===== config.mk =====
export PLATFORM = sky130hd
export DESIGN_NAME = pattern_detector_gen_flat
export DESIGN_NICKNAME = d
export VERILOG_FILES = /design/src/rtl/pattern_detector_gen_pkg.sv /design/src/rtl/pattern_detector_gen_if.sv /design/src/rtl/pattern_detector_gen_window.sv /design/src/rtl/pattern_detector_gen.sv /design/src/flat_wrapper.sv
export SDC_FILE = /design/constraint.sdc
export NUM_CORES = 1
export LEC_CHECK = 0
export BUFFER_PORTS_ARGS = -buffer_cell sky130_fd_sc_hd__buf_2
export CAP_MARGIN = 15
export CELL_PAD_IN_SITES_DETAIL_PLACEMENT = 1
export CELL_PAD_IN_SITES_GLOBAL_PLACEMENT = 2
export CORE_ASPECT_RATIO = 0.9
export CORE_MARGIN = 2
export CORE_UTILIZATION = 23
export CTS_BUF_LIST = sky130_fd_sc_hd__clkbuf_8
export DETAILED_ROUTE_END_ITERATION = 7
export GPL_ROUTABILITY_DRIVEN = 0
export GPL_TIMING_DRIVEN = 1
export HOLD_SLACK_MARGIN = 0.1
export PLACE_DENSITY_LB_ADDON = 0.1
export SKIP_CTS_REPAIR_TIMING = 1
export SYNTH_ARGS = -nofsm -noshare
export SYNTH_HDL_FRONTEND = slang
export SYNTH_SLANG_ARGS = --single-unit

===== constraint.sdc =====
create_clock -name clk -period 6.31 [get_ports clk]
set_clock_uncertainty 0.1 [all_clocks]
set_input_delay 0.631 -clock clk [delete_from_list [all_inputs] [get_ports clk]]
set_output_delay 0.631 -clock clk [all_outputs]
set_load 0.05 [all_outputs]

===== src/rtl/pattern_detector_gen_pkg.sv =====
// Shared types and character constants for the streaming pattern detector.
// Optional feature macro: PATTERN_DETECTOR_OVERLAP_EN (see pd_window).
package pattern_detector_pkg;

  typedef enum logic [1:0] {
    IDLE     = 2'd0,
    FOUND    = 2'd1,
    ACK_WAIT = 2'd2
  } state_e;

  localparam logic [7:0] CH_A = 8'h61;
  localparam logic [7:0] CH_B = 8'h62;
  localparam logic [7:0] CH_O = 8'h6F;

  // "boab", first symbol in the MSBs
  localparam logic [31:0] DEFAULT_PATTERN = {CH_B, CH_O, CH_A, CH_B};

endpackage


===== src/rtl/pattern_detector_gen_if.sv =====
// Stream, pattern-load and found/ack handshake bundle of the pattern detector.
// master = stream source / host side, slave = detector.
interface pattern_detector_gen_if #(
  parameter int SYM_W   = 8,
  parameter int PAT_LEN = 4,
  parameter int CNT_W   = 8
) ();

  logic                     in_valid;
  logic [SYM_W-1:0]         in_data;
  logic                     pat_load;
  logic [PAT_LEN*SYM_W-1:0] pat_in;
  logic                     ack;
  logic                     ovf_clr;
  logic                     found;
  logic [CNT_W-1:0]         match_cnt;
  logic                     overflow;

  modport master (
    output in_valid, in_data, pat_load, pat_in, ack, ovf_clr,
    input  found, match_cnt, overflow
  );

  modport slave (
    input  in_valid, in_data, pat_load, pat_in, ack, ovf_clr,
    output found, match_cnt, overflow
  );

endinterface


===== src/rtl/pattern_detector_gen_window.sv =====
// pd_window: sliding symbol window, fill counter, pattern register and the
// combinational hit comparator.
// Macro PATTERN_DETECTOR_OVERLAP_EN: when defined a hit leaves the window
// and fill untouched (overlapping hits); otherwise a hit restarts matching.
module pd_window
  import pattern_detector_pkg::*;
#(
  parameter int                       SYM_W   = 8,
  parameter int                       PAT_LEN = 4,
  parameter logic [PAT_LEN*SYM_W-1:0] PATTERN = DEFAULT_PATTERN
) (
  input  logic                     clk,
  input  logic                     reset_n,
  input  logic                     in_valid,
  input  logic [SYM_W-1:0]         in_data,
  input  logic                     pat_load,
  input  logic [PAT_LEN*SYM_W-1:0] pat_in,
  output logic                     hit
);

  localparam int WIN_W  = (PAT_LEN-1)*SYM_W;
  localparam int FILL_W = $clog2(PAT_LEN);
  localparam logic [FILL_W-1:0] FILL_FULL = FILL_W'(PAT_LEN-1);

  logic [WIN_W-1:0]         win;
  logic [FILL_W-1:0]        fill;
  logic [PAT_LEN*SYM_W-1:0] pat;
  logic [PAT_LEN*SYM_W-1:0] cand;
  logic                     accept;

  // A symbol arriving alongside pat_load is discarded.
  assign accept = in_valid && !pat_load;
  assign cand   = {win, in_data};
  assign hit    = accept && (fill == FILL_FULL) && (cand == pat);

  // Pattern register, runtime loadable.
  always_ff @(posedge clk or negedge reset_n) begin
    if (!reset_n)      pat <= PATTERN;
    else if (pat_load) pat <= pat_in;
  end

  // Window shift: oldest symbol falls out of the MSBs.
  always_ff @(posedge clk or negedge reset_n) begin
    if (!reset_n)    win <= '0;
    else if (accept) win <= cand[WIN_W-1:0];
  end

  // Fill count of valid symbols in the window, saturating at PAT_LEN-1.
  always_ff @(posedge clk or negedge reset_n) begin
    if (!reset_n) begin
      fill <= '0;
    end else if (pat_load) begin
      fill <= '0;
    end else if (accept) begin
`ifdef PATTERN_DETECTOR_OVERLAP_EN
      if (fill != FILL_FULL) fill <= fill + 1'b1;
`else
      if (hit)                    fill <= '0;
      else if (fill != FILL_FULL) fill <= fill + 1'b1;
`endif
    end
  end

endmodule


===== src/rtl/pattern_detector_gen.sv =====
// pattern_detector_gen: top of the streaming pattern detector. Holds the
// found/ack handshake FSM, the one-deep pending slot, the saturating hit
// counter and the sticky overflow flag; pd_window supplies the hit strobe.
// Optional feature macro: PATTERN_DETECTOR_OVERLAP_EN (handled in pd_window).
//
//   state    | meaning
//   ---------+------------------------------------------------
//   IDLE     | nothing to report, found = 0, ack ignored
//   FOUND    | found = 1, waiting for ack to rise
//   ACK_WAIT | found = 0, waiting for ack to fall
module pattern_detector_gen
  import pattern_detector_pkg::*;
#(
  parameter int                       SYM_W   = 8,
  parameter int                       PAT_LEN = 4,
  parameter logic [PAT_LEN*SYM_W-1:0] PATTERN = DEFAULT_PATTERN,
  parameter int                       CNT_W   = 8
) (
  input  logic                   clk,
  input  logic                   reset_n,
  pattern_detector_gen_if.slave  bus
);

  localparam logic [1:0] S_IDLE     = IDLE;
  localparam logic [1:0] S_FOUND    = FOUND;
  localparam logic [1:0] S_ACK_WAIT = ACK_WAIT;

  logic             hit;
  logic [1:0]       state, state_nxt;
  logic             pending, pending_nxt;
  logic             ovf_set;
  logic             busy, ack_release, consume;
  logic [CNT_W-1:0] cnt;
  logic             ovf;

  pd_window #(
    .SYM_W   (SYM_W),
    .PAT_LEN (PAT_LEN),
    .PATTERN (PATTERN)
  ) u_window (
    .clk      (clk),
    .reset_n  (reset_n),
    .in_valid (bus.in_valid),
    .in_data  (bus.in_data),
    .pat_load (bus.pat_load),
    .pat_in   (bus.pat_in),
    .hit      (hit)
  );

  assign busy        = (state != S_IDLE);
  assign ack_release = (state == S_ACK_WAIT) && !bus.ack;
  assign consume     = ack_release && pending;

  // Next-state: a hit arriving as ack falls with nothing pending is shown
  // directly rather than parked, so it cannot be stranded in IDLE.
  always_comb begin
    state_nxt = state;
    case (state)
      S_IDLE:     if (hit) state_nxt = S_FOUND;
      S_FOUND:    if (bus.ack) state_nxt = S_ACK_WAIT;
      S_ACK_WAIT: if (!bus.ack) state_nxt = (pending || hit) ? S_FOUND : S_IDLE;
      default:    state_nxt = S_IDLE;
    endcase
  end

  // Pending slot and overflow detection for hits while a report is in flight.
  always_comb begin
    pending_nxt = pending;
    ovf_set     = 1'b0;
    if (consume) pending_nxt = 1'b0;
    if (hit && busy && !(ack_release && !pending)) begin
      if (pending_nxt) ovf_set     = 1'b1;
      else             pending_nxt = 1'b1;
    end
  end

  // Handshake state and pending slot registers.
  always_ff @(posedge clk or negedge reset_n) begin
    if (!reset_n) begin
      state   <= S_IDLE;
      pending <= 1'b0;
    end else begin
      state   <= state_nxt;
      pending <= pending_nxt;
    end
  end

  // Hit counter, saturating; dropped hits still count.
  always_ff @(posedge clk or negedge reset_n) begin
    if (!reset_n)                cnt <= '0;
    else if (hit && (cnt != '1)) cnt <= cnt + 1'b1;
  end

  // Sticky overflow; a new drop beats a simultaneous clear.
  always_ff @(posedge clk or negedge reset_n) begin
    if (!reset_n)         ovf <= 1'b0;
    else if (ovf_set)     ovf <= 1'b1;
    else if (bus.ovf_clr) ovf <= 1'b0;
  end

  assign bus.found     = (state == S_FOUND);
  assign bus.match_cnt = cnt;
  assign bus.overflow  = ovf;

endmodule


===== src/flat_wrapper.sv =====
// flat-port wrapper written by rule: the top's interface ports become plain ports
module pattern_detector_gen_flat import pattern_detector_pkg::*;
#(
  parameter int                       SYM_W   = 8,
  parameter int                       PAT_LEN = 4,
  parameter logic [PAT_LEN*SYM_W-1:0] PATTERN = DEFAULT_PATTERN,
  parameter int                       CNT_W   = 8
)
  (clk, reset_n, bus_in_valid, bus_in_data, bus_pat_load, bus_pat_in, bus_ack, bus_ovf_clr, bus_found, bus_match_cnt, bus_overflow);
  pattern_detector_gen_if #(.SYM_W(SYM_W), .PAT_LEN(PAT_LEN), .CNT_W(CNT_W)) bus_i ();
  input  logic clk;
  input  logic reset_n;
  input wire logic [$bits(bus_i.in_valid)-1:0] bus_in_valid;
  input wire logic [$bits(bus_i.in_data)-1:0] bus_in_data;
  input wire logic [$bits(bus_i.pat_load)-1:0] bus_pat_load;
  input wire logic [$bits(bus_i.pat_in)-1:0] bus_pat_in;
  input wire logic [$bits(bus_i.ack)-1:0] bus_ack;
  input wire logic [$bits(bus_i.ovf_clr)-1:0] bus_ovf_clr;
  output wire logic [$bits(bus_i.found)-1:0] bus_found;
  output wire logic [$bits(bus_i.match_cnt)-1:0] bus_match_cnt;
  output wire logic [$bits(bus_i.overflow)-1:0] bus_overflow;
  assign bus_i.in_valid = bus_in_valid;
  assign bus_i.in_data = bus_in_data;
  assign bus_i.pat_load = bus_pat_load;
  assign bus_i.pat_in = bus_pat_in;
  assign bus_i.ack = bus_ack;
  assign bus_i.ovf_clr = bus_ovf_clr;
  assign bus_found = bus_i.found;
  assign bus_match_cnt = bus_i.match_cnt;
  assign bus_overflow = bus_i.overflow;
  pattern_detector_gen #(.SYM_W(SYM_W), .PAT_LEN(PAT_LEN), .PATTERN(PATTERN), .CNT_W(CNT_W)) u_core (.clk(clk), .reset_n(reset_n), .bus(bus_i));
endmodule

# Word level (Yosys, flattened, before mapping)

Cells that the tools add are included.
Widths: inputs -> output; s select.

Muxes and demuxes: 15
Reduce and logical (&&, ||, !) cells: 21
Add/subtract/negate cells: 2
Equality and inequality tests: 9

Operator list:

| cell                | number |
|---|---|
| $eq 32x32->1        | 1 |
| $mux 2              | 7 |
| $logic_and 1x1->1   | 9 |
| $add 8x1->8 const B | 1 |
| $ne 8x8->1 const B  | 1 |
| $mux 1              | 7 |
| $ne 2x2->1 const B  | 3 |
| $pmux 2 s3          | 1 |
| $reduce_bool 2->1   | 3 |
| $eq 2x2->1 const B  | 2 |
| $logic_not 1->1     | 4 |
| $reduce_and 3->1    | 1 |
| $reduce_bool 3->1   | 1 |
| $add 2x1->2 const B | 1 |
| $eq 2x1->1 const B  | 1 |
| $logic_not 2->1     | 1 |
| $ne 2x1->1 const B  | 1 |
| $reduce_and 2->1    | 1 |
| $logic_or 1x1->1    | 1 |

Output and inout port bits: 10
Register bits: 70
Bits of input ports: 46
Logic and storage cells: 54

# Depth between registers and ports, before layout

Word-level depth: 8
Gate-level depth with buffers: 6
Depth with buffers taken out: 6

# By module

From an unflattened synthesis, not the netlist that was laid out.

Cell total of the unflattened synthesis: 280
Area total of the unflattened synthesis: 3,188.1 µm²

Modules (own cells, without submodules):

| module               | cells each | seq. area each (µm²) | times used | area an instance (µm²) |
|---|---|---|---|---|
| pd_window            | 228        | 1,470.2              | 1          | 2,576.2 |
| pattern_detector_gen | 52         | 300.3                | 1          | 611.8 |

# Least setup slack after synthesis

OpenSTA, ideal clock, no wires.

Path type: input -> register
Start point: in bus_in_data[4]
End point: reg u_core.cnt[7], in the netlist u_core.bus.match_cnt[7]
Slack: 4.100 ns
Data arrival time: 1.985 ns
Required time: 6.085 ns
Stages: 6
Cell sequence: xnor2_1 -> nand4_1 -> nor4_2 -> nand2_2 -> nor4_1 -> mux2_2

Longest elaborated chain between the ends: 3

Ends and longest elaborated chain:

| element                | RTL line                          | RTL |
|---|---|---|
| start: declaration     | flat_wrapper.sv:14                | `input wire logic [$bits(bus_i.in_data)-1:0] bus_in_data;` |
| $eq 32x32->1           | pattern_detector_gen_window.sv:34 | `assign hit = accept && (fill == FILL_FULL) && (cand == pat);` |
| $logic_and 1x1->1      | pattern_detector_gen_window.sv:34 |  |
| $logic_and 1x1->1      | pattern_detector_gen.sv:91        | `else if (hit && (cnt != '1)) cnt <= cnt + 1'b1;` |
| end signal: assignment | pattern_detector_gen.sv:91        |  |
| end: declaration       | pattern_detector_gen.sv:33        | `logic [CNT_W-1:0] cnt;` |

No other way between the ends.
A chain may end at the register's enable or synchronous reset.

# Final worst setup path

Start point: reg u_core.u_window.pat[29]
End point: reg u_core.cnt[6], in the netlist u_core.bus.match_cnt[6]

Longest elaborated chain between the ends: 3

Ends and longest elaborated chain:

| element                  | RTL line                          | RTL |
|---|---|---|
| start: declaration       | pattern_detector_gen_window.sv:27 | `logic [PAT_LEN*SYM_W-1:0] pat;` |
| start signal: assignment | pattern_detector_gen_window.sv:39 | `else if (pat_load) pat <= pat_in;` |
| $eq 32x32->1             | pattern_detector_gen_window.sv:34 |  |
| $logic_and 1x1->1        | pattern_detector_gen_window.sv:34 |  |
| $logic_and 1x1->1        | pattern_detector_gen.sv:91        |  |

No other way between the ends.

==> flow_summary.toml <==
[routing]
first_pass_iters = 4
dr.max_layer_used = "met4"
vias = 1996
drc = 0
final_antenna_net_count = 0
wl_met1_mm = 3.69
vias_per_cell = 4.29
met3_length_um = 355
routedWlPerCell_um = 15.7
dr_wl_met2_mm = 3.13
drt_wl_total_mm = 7.31
drt-initial-drc-count = 51

[worst_setup_path]
slowest_delay_ns = 0.54
path_delay_family = "simple AND/OR/NAND/NOR gates"
path_max_fanout = 10
reg2reg_slack_ns = 3.82
path_cells = "xnor2_1, nand4_1, nor4_2, nand2_2, nor4_1, mux2_2"
r2r_start = "u_core.u_window.pat[29]$_DFFE_PN1P_"
rr_endpoint = "u_core.bus.match_cnt[6]$_DFFE_PN0P_"
arrival_ns = 2.62
start_kind = "register"
reg2reg_depth = 6
crit_buf_inv = 0
path_class = "register to register"
crit_slowest_cell = "dfstp_2"
critPathRequiredTime_ns = 6.45
cp-end-kind = "register"

[yosys]
synthCells = 231
synth.area.top_cells = "dfrtp_1 44%, mux2_2 21%, dfstp_2 13%"
ys_warn_count = 0
netlist_area_um2 = 3150
syn_avg_cell_area_um2 = 13.6
synth_cell_types = 33
synth_nets = 279
synth-seq-cells = 70
synth.top_cell.area_share_pct = 43.7
ys_seq_area_share_pct = 56.2
yosysTopAreaCell = "dfrtp_1"

[place]
dpl_worst_slack_ns = 3.52
placed_area_um2 = 3620
dp_hpwl_mm = 5.17
io_buffers = 55

[power]
power_density_nw_per_um2 = 280
total_power_uw = 1070
leakagePower_uw = 0.00163
ir_drop_mv = 0.114

[cts]
clock-sinks = 70
cts_tree = "built"
clk_latency_ns = 0.35
cts-htree-levels = 3
clock_tree.root_cell = "clkbuf_8"
cts_buffer_depth = 2
clk_pin_slew_ns = 0.08
cts_buffers = 9

[layout]
drive_above_1_share_pct = 50.8
final_common_cell = "mux2_2"
finish.net_count = 340
antennaDiodeCount = 0
fill_cells = 1466
design_area_um2 = 3810
layout_common_cells = "58 x mux2_2, 55 x buf_2, 55 x dfrtp_1"
final_util_pct = 28.5
area_delta_synth_final_pct = 20.8

[sta]
worst_slew_pin_slew_ns = 0.944
fin_setup_tns_ns = 0
drv_slew = 0
grt_setup_unrepaired = "false"
slew_headroom_pct = 37.1
max_freq_mhz = 402
final-setup-viol-count = 0
worst_slack_ns = 3.82
finalCritPeriodShare_pct = 39.4
fin_crit_ns = 2.49
hold_violations = 0

[global_route]
grt_max_degree = 71
grt.total_usage_pct = 11.0
grt_pass1_wl_mm = 12.0
grt_pass1_vias = 2133
grt-ovfl-total = 0
grt_antenna_before_repair = 0

[floorplanning]
dieArea_um2 = 14700
design.core.area_um2 = 13400
die_y_um = 115
fp.dieW_um = 127
start_util_pct = 23.6
ios = 56
rows = 40

[hold_path]
min_path_type = "input pin to register"
min_from = "bus_ovf_clr"
min_path_cells = 2
hold_end = "u_core.bus.overflow$_DFFE_PN0P_"

[outcome]
outcome = "completed"

[job]
cap_violations = 0
## routing by layer
layer | vias up | global-route usage (%)
li1 | 938 | -
met3 | 10 | 3.86
met1 | 1009 | 15.2
met5 | - | 0
met4 | 0 | 4.40
met2 | 39 | 15.7
## cell type report
class / instances / area, µm² / area share, %
flip-flops and latches: 70 / 1770 / 46.5
multi-input cells: 150 / 1340 / 35.1
repair buffers: 57 / 290 / 7.62
well taps: 168 / 210 / 5.52
clock buffers: 12 / 165 / 4.33
clock inverters: 4 / 20.0 / 0.525
inverters: 4 / 15.0 / 0.394
## cell families after synthesis
| group | Yosys count | share of synthesized area [%] |
|---|---|---|
| compound gates | 12 | 2.62 |
| flops | 70 | 56.2 |
| mux | 59 | 21.1 |
| fa+ha+maj | 2 | 0.794 |
| xor+xnor | 37 | 10.3 |
| simple gates | 40 | 7.70 |
| buf+inv | 11 | 1.39 |
## worst register-to-register path: stages, from the launching register on
cell and delay, ns:
dfstp_2 0.54, xnor2_1 0.19, nand4_1 0.19, nor4_2 0.38, nand2_2 0.23, nor4_1 0.38, mux2_2 0.38
## worst max-delay path by stage
stage	startpoint	endpoint	slack [ns]	depth (start not counted)
detailed placement	bus_in_data[0]	u_core.bus.match_cnt[1]$_DFFE_PN0P_	3.52	7
floorplan	bus_in_data[4]	u_core.bus.match_cnt[7]$_DFFE_PN0P_	4.10	6
global placement	bus_in_data[0]	u_core.bus.match_cnt[1]$_DFFE_PN0P_	3.56	7
finish	u_core.u_window.pat[29]$_DFFE_PN1P_	u_core.bus.match_cnt[6]$_DFFE_PN0P_	3.82	6
global route	u_core.u_window.pat[29]$_DFFE_PN1P_	u_core.bus.match_cnt[6]$_DFFE_PN0P_	3.60	6
CTS	u_core.u_window.pat[12]$_DFFE_PN0P_	u_core.bus.match_cnt[6]$_DFFE_PN0P_	3.78	6
## where the power goes
part           internal (µW)  switching, µW
sequential               515           47.1
combinational           99.3           64.5
clock                    172            170
## flip-flops by register name, summed over array words and instances (netlist names)
name                  cells
u_core.bus.match_cnt      8
u_core.bus.overflow       1
u_core.pending            1
u_core.state              2
u_core.u_window.fill      2
u_core.u_window.pat      32
u_core.u_window.win      24
## through the flow
| step | hold slack (ns) | instances |
|---|---|---|
| 5_1_grt | 0.341 | 465 |
| 2_1_floorplan | 0.235 | 231 |
| 4_1_cts | 0.323 | 465 |
| 3_5_place_dp | 0.417 | 449 |
| 3_3_place_gp | 0.412 | 449 |
| 6_report | 0.351 | 465 |
## Yosys cell counts
cell,count
nand2_2,1
mux2_2,58
a21oi_1,3
nand3b_2,1
and3_1,1
nand3b_1,1
mux2_1,1
a211o_2,1
a21boi_0,1
dfstp_2,15
nor2b_1,2
buf_2,2
nor4b_1,2
o21ai_0,3
nor3_1,2
nand3_1,3
nand2_1,9
o21a_1,1
nand4_1,8
or3_1,1
clkbuf_1,5
xnor2_1,32
nand2b_1,2
nor4_2,2
ha_1,2
inv_1,4
dfrtp_1,55
nor4_1,4
a2111oi_0,1
a221o_1,1
nor2_1,1
xor2_1,5
o32ai_1,1
No activity file was read; power rests on OpenSTA's default activity.
